File: src/rtl/psum_ofifo.sv
// Output FIFO for the MAC column psums: one circular FIFO per lane, popped as a whole row.
// A row pops only when every lane holds an entry; full lanes accept a write only alongside a pop.
module psum_ofifo #(
  parameter int unsigned col     = 8,
  parameter int unsigned bw_psum = 22,
  parameter int unsigned depth   = 16
) (
  input  logic                     clk,
  input  logic                     reset,
  input  logic [col-1:0]           wr,
  input  logic [col*bw_psum-1:0]   in,
  input  logic                     rd,
  output logic [col*bw_psum-1:0]   out,
  output logic                     o_valid,
  output logic                     o_ready,
  output logic                     o_full,
  output logic                     o_ovf,
  output logic                     o_udf
);

  localparam int unsigned AW = $clog2(depth);
  localparam logic [AW:0] CntFull = (AW+1)'(depth);

  logic [AW-1:0]      wp_q [col];
  logic [AW-1:0]      wp_d [col];
  logic [AW-1:0]      rp_q [col];
  logic [AW-1:0]      rp_d [col];
  logic [AW:0]        cnt_q [col];
  logic [AW:0]        cnt_d [col];
  logic [bw_psum-1:0] mem_q [col][depth];

  logic [col*bw_psum-1:0] out_q, out_d;
  logic                   valid_q, valid_d;
  logic                   ovf_q, ovf_d;
  logic                   udf_q, udf_d;
  logic [col-1:0]         we, lane_full, lane_nonempty;
  logic                   pop;

  always_comb begin
    lane_full     = '0;
    lane_nonempty = '0;
    for (int k = 0; k < col; k++) begin
      lane_full[k]     = (cnt_q[k] == CntFull);
      lane_nonempty[k] = (cnt_q[k] != '0);
    end
  end

  assign o_ready = &lane_nonempty;
  assign o_full  = |lane_full;
  assign pop     = rd & o_ready;

  always_comb begin
    we      = '0;
    out_d   = out_q;
    valid_d = pop;
    ovf_d   = ovf_q;
    udf_d   = udf_q | (rd & ~o_ready);
    for (int k = 0; k < col; k++) begin
      // A pop frees the head slot this edge, so a full lane may still take a write.
      we[k]    = wr[k] & (~lane_full[k] | pop);
      if (wr[k] && lane_full[k] && !pop) ovf_d = 1'b1;
      wp_d[k]  = we[k] ? wp_q[k] + AW'(1) : wp_q[k];
      rp_d[k]  = pop ? rp_q[k] + AW'(1) : rp_q[k];
      cnt_d[k] = cnt_q[k];
      unique case ({we[k], pop})
        2'b10:   cnt_d[k] = cnt_q[k] + (AW+1)'(1);
        2'b01:   cnt_d[k] = cnt_q[k] - (AW+1)'(1);
        default: cnt_d[k] = cnt_q[k];
      endcase
      if (pop) out_d[k*bw_psum +: bw_psum] = mem_q[k][rp_q[k]];
    end
  end

  always_ff @(posedge clk or negedge reset) begin
    if (!reset) begin
      for (int k = 0; k < col; k++) begin
        wp_q[k]  <= '0;
        rp_q[k]  <= '0;
        cnt_q[k] <= '0;
      end
      out_q   <= '0;
      valid_q <= 1'b0;
      ovf_q   <= 1'b0;
      udf_q   <= 1'b0;
    end else begin
      for (int k = 0; k < col; k++) begin
        wp_q[k]  <= wp_d[k];
        rp_q[k]  <= rp_d[k];
        cnt_q[k] <= cnt_d[k];
      end
      out_q   <= out_d;
      valid_q <= valid_d;
      ovf_q   <= ovf_d;
      udf_q   <= udf_d;
    end
  end

  // Storage needs no reset: entries are only visible through the reset pointers and counts.
  always_ff @(posedge clk) begin
    for (int k = 0; k < col; k++) begin
      if (we[k]) mem_q[k][wp_q[k]] <= in[k*bw_psum +: bw_psum];
    end
  end

  assign out     = out_q;
  assign o_valid = valid_q;
  assign o_ovf   = ovf_q;
  assign o_udf   = udf_q;

endmodule

File: config.mk
export PLATFORM = sky130hd
export DESIGN_NAME = psum_ofifo
export DESIGN_NICKNAME = d
export VERILOG_FILES = /design/src/rtl/psum_ofifo.sv
export SDC_FILE = /design/constraint.sdc
export NUM_CORES = 2
export LEC_CHECK = 0
export BUFFER_PORTS_ARGS = -buffer_cell sky130_fd_sc_hd__buf_4
export CAP_MARGIN = 20
export CELL_PAD_IN_SITES_DETAIL_PLACEMENT = 1
export CELL_PAD_IN_SITES_GLOBAL_PLACEMENT = 2
export CORE_MARGIN = 1
export CORE_UTILIZATION = 49
export DETAILED_ROUTE_END_ITERATION = 10
export HOLD_SLACK_MARGIN = 0.15
export PLACE_DENSITY = 0.88
export SKIP_CTS_REPAIR_TIMING = 1
export SYNTH_ARGS = -nofsm -noshare
export SYNTH_HDL_FRONTEND = slang
export SYNTH_SLANG_ARGS = --single-unit
File: constraint.sdc
create_clock -name clk -period 5.03 [get_ports clk]
set_clock_uncertainty 0.2 [all_clocks]
set_input_delay 0.7545 -clock clk [delete_from_list [all_inputs] [get_ports clk]]
set_output_delay 0.7545 -clock clk [all_outputs]
set_load 0.02 [all_outputs]
==> results list <==
- Synthesis produced a netlist with a net count of 5878.
- Cell breakdown of the critical path: nor4_1 > buf_4 > a22o_1 > nor4_4 > nand3_4 > inv_8 > buf_4 > o21ai_1 > nor2_2 > buf_4
- Number of vias per cell after detailed routing: 6.06
* First-pass iteration count of the detailed router: 5
- Outcome: completed
- Area added between synthesis and finish: 16.8%
- On the critical path, the stage with the largest delay is an instance of sky130_fd_sc_hd__nor2_2.
* Most area-consuming cells after synthesis: sky130_fd_sc_hd__edfxtp_1 71%, sky130_fd_sc_hd__mux4_2 15%, sky130_fd_sc_hd__dfrtp_1 5.9%
- The congestion estimate from routability-driven global placement came to 0.766.
- The count of nets left with antenna violations once routing finished came out at 0.
- Setup violations, final: 0
- Power comes to 0.0823 W.
- Of the synthesized area, sequential elements account for 76.8%.
- Global Route met2 Usage: 41.1%
* I/O pin count: 368
- Drt wl/cell: 30.6 um
- Hpwl dp: 168000 um
- In this run the critical register-to-register path is launched from cnt_q[33].
* Fraction of power consumed by combinational cells: 28.2%
- The most numerous cell type found on the critical path is sky130_fd_sc_hd__buf_4.
- STA puts the critical path data required time at 5.43 ns.
- The worst setup path is launched from a flip-flop.
- Share of post-route cells with drive strength above 1: 29.7%
- In this run the biggest area consumer among cell types represents 70.9% of the synthesized area.
- The routed layout has 59.9k vias.
- Global routing consumed, on the met1 layer, 32.0% of the routing resources.
- Measured along the x axis, the die boundary spans 495 um.
- Least setup slack across all paths after layout: 0.782 ns
* Worst setup path class: flip-flop to flip-flop
- Clock tree synthesis found a total of 3099 sinks.
* Most frequent standard cell in the layout excluding fill and tap cells: sky130_fd_sc_hd__edfxtp_1
- Summed over all layers, the routed wires come to 302000 um.
- In this run the tightest slew margin relative to its limit is 24.8%.
- The cell family contributing the most delay on the critical path is simple AND/OR/NAND/NOR gates.
- TritonCTS clock tree: yes
- Following the worst setup path forward leads to its endpoint at mem_q[0][1110].
- The critical path starts at cnt_q[33].
- GRT Total Usage: 24.4%
- Most used cells in the layout excluding fill and tap cells: 2816 x sky130_fd_sc_hd__edfxtp_1, 788 x sky130_fd_sc_hd__mux4_2, 552 x sky130_fd_sc_hd__nand2_1
- Switching Share: 31.4%
- Worst reg-to-reg setup slack: 0.78 ns
- Sequential Area: 91700 um^2
* Power share of the sequential group: 42.5%
- STA classifies the critical path endpoint as a flip-flop.
* Worst-case setup slack after placement: 0.746 ns
- CTS built an H-tree with a depth of 5.
- Yosys printed 0 warnings.
- Net count of the finished layout: 6669
* Via count of the first global-routing pass: 63.9k
- Maximum resistive drop on vdd: 0.419 mV
* Pin count of the biggest net entering global routing: 87
- The number of clock buffers added by TritonCTS is 332.
- Number of pins exceeding their max-slew limit in the final report: 0
- In this run the worst path has a maximum fanout of 34.
* Setup repair after global routing missed its margin: no
- Max stage delay on crit path: 0.71 ns
- sky130_fd_sc_hd__edfxtp_1 takes more of the synthesized area than any other cell.
- Reported max-cap violation count: 0
- The critical path runs through a total of 10 cells.
- Std-Cell Core Area: 241000 um^2
- Filler cell count: 20.4k
* Layer with the highest usage after global routing: met2
- Clock-pin slew on the worst setup and hold paths: 0.06 ns
- Site row count: 180
- Summing every instance area after synthesis gives 119000 um^2.
- For this design the ratio of total power to cell area is 590 nW/um^2.
- Worst Max-Slew Pin Slew: 1.12 ns
- Average size of a mapped cell: 21.2 um^2
- Port buffering added 367 buffers.
- In this run the clock root is driven by a sky130_fd_sc_hd__clkbuf_16.
- The die is 495 um tall.
* Area taken by multi-input logic gates: 26500 um^2
- Counting flops and latches in the post-synthesis netlist gives 3099.
- Counting cells, the worst reg-to-reg path comes to 10.
- For this run, the top clock speed supported by timing is 235 MHz.
- Most used flip-flop cell after synthesis: sky130_fd_sc_hd__edfxtp_1
* Clk network pwr share: 29.2%
- Sw Pwr: 0.0258 W
* Number of flops mapped to enable cells by yosys: 2816
* Leakage dissipation: 47.0 nW
- Wire length of the first global-routing pass: 434000 um
* Starting utilization of the core area: 49.5%
- The worst hold path belongs to the class primary input to asynchronous set/reset pin.
* Reg2reg end: mem_q[0][1110]
* Final min period: 4.25 ns
- Total DRC errors in the routed layout: 0
- Clk Latency, worst-skew pair: 0.93 ns
- Unique masters post-synth: 60
* Met3 usage: 4.64%
- After synthesis, the share of flip-flops with an asynchronous set or reset is 9.13%.
* Floorplan die area: 245000 um^2
- After global routing the overflow that remains totals 0.
- Setup tns final: 0 ns
- Post-synthesis instance total: 5619
- Max Root-Sink Buffers: 4
- Number of hold violations in the final report: 0
* Final clock period utilization by the worst path: 84.5%
* Initial antenna violation count: 28
* Critical path buffers and inverters: 4
* Cell Int Power: 0.0565 W
- 1st-iter DRT viols: 5955
* Endpoint arrival time on the critical path: 4.65 ns
flip-flops by register name, indices dropped and copies added, names as in the netlist:
signal	cells
mem_q	2816
out	176
cnt_q	40
rp_q	32
wp_q	32
o_ovf	1
o_udf	1
o_valid	1
power by group through the flow:
| stage | Clock [W] | Sequential [W] | Combinational, W |
|---|---|---|---|
| detailed placement | 0 | 0.0355 | 0.0229 |
| global placement | 0 | 0.0352 | 0.0220 |
| CTS | 0.0245 | 0.0351 | 0.0232 |
| finish | 0.0241 | 0.0350 | 0.0232 |
| floorplan | 0 | 0.0340 | 0.0159 |
| global route | 0.0253 | 0.0354 | 0.0247 |
cell usage after synthesis (all sizes together) (5+ instances only):
cell type	n
edfxtp	2816
mux4	788
nand2	552
dfrtp	283
clkbuf	150
buf	144
nor2	116
mux2i	111
o21ai	108
o221ai	90
ha	65
xnor2	54
inv	49
nand3	30
a21oi	26
xor2	24
a21o	22
nor3	18
mux2	17
and2	16
o211ai	16
nand4	15
nor4	15
nand2b	13
and3	9
a211oi	8
fa	7
nor2b	7
a22oi	6
o2bb2ai	6
a31oi	5
o22ai	5
cell families after synthesis:
family	Yosys count	share of synthesized area (%)
AOI/OAI and AO/OA	311	1.81
xor gates and xnor gates	78	0.573
adders and majority gates	72	0.799
buffers and inverters	343	1.25
DFF	3099	76.8
muxes	916	16.0
and+or+nand+nor	800	2.77
worst min path at each step:
stage | end | slack (ns) | depth (start not counted)
global placement | o_ovf | 0.25 | 1
CTS | out[107] | -0.40 | 1
finish | out[123] | 0.26 | 2
floorplan | cnt_q[0] | 0.26 | 0
detailed placement | o_udf | 0.25 | 1
global route | out[123] | 0.25 | 2
cell type report:
cell class / instances / area share (%)
well taps: 3185 / 2.86
multi-input cells: 2177 / 19.0
clock inverters: 166 / 1.13
clock buffers: 425 / 6.47
inverters: 49 / 0.137
repair buffers: 751 / 4.57
diodes: 20 / 0.0359
flip-flops and latches: 3099 / 65.8
through the flow:
stage               utilization, %  instances  hold slack, ns  instance area [um^2]
finish                        57.8       9872           0.259                139000
global placement              52.5       9067           0.246                127000
CTS                           57.0       9664          -0.399                137000
floorplan                        -       5619           0.255                119000
global route                  57.8       9866           0.254                139000
detailed placement            52.6       9073           0.249                127000
routing by layer:
| metal | share of wire, % | up-vias | routed length (um) |
|---|---|---|---|
| met1 | 39 | 32132 | 117000 |
| met2 | 52 | 2597 | 157000 |
| met3 | 6.9 | 519 | 20800 |
| li1 | - | 24597 | - |
| met5 | 0.027 | - | 81 |
| met4 | 2.4 | 14 | 7300 |
worst register-to-register path: cells and delay by family, from the launching register on:
family	cells	cell delay [ns]
flip-flops	1	0.40
buffers and inverters	4	1.21
AO/OA/AOI/OAI	2	0.66
AND/OR/NAND/NOR	4	1.51
Note: power is estimated with default switching activity, not from simulation.
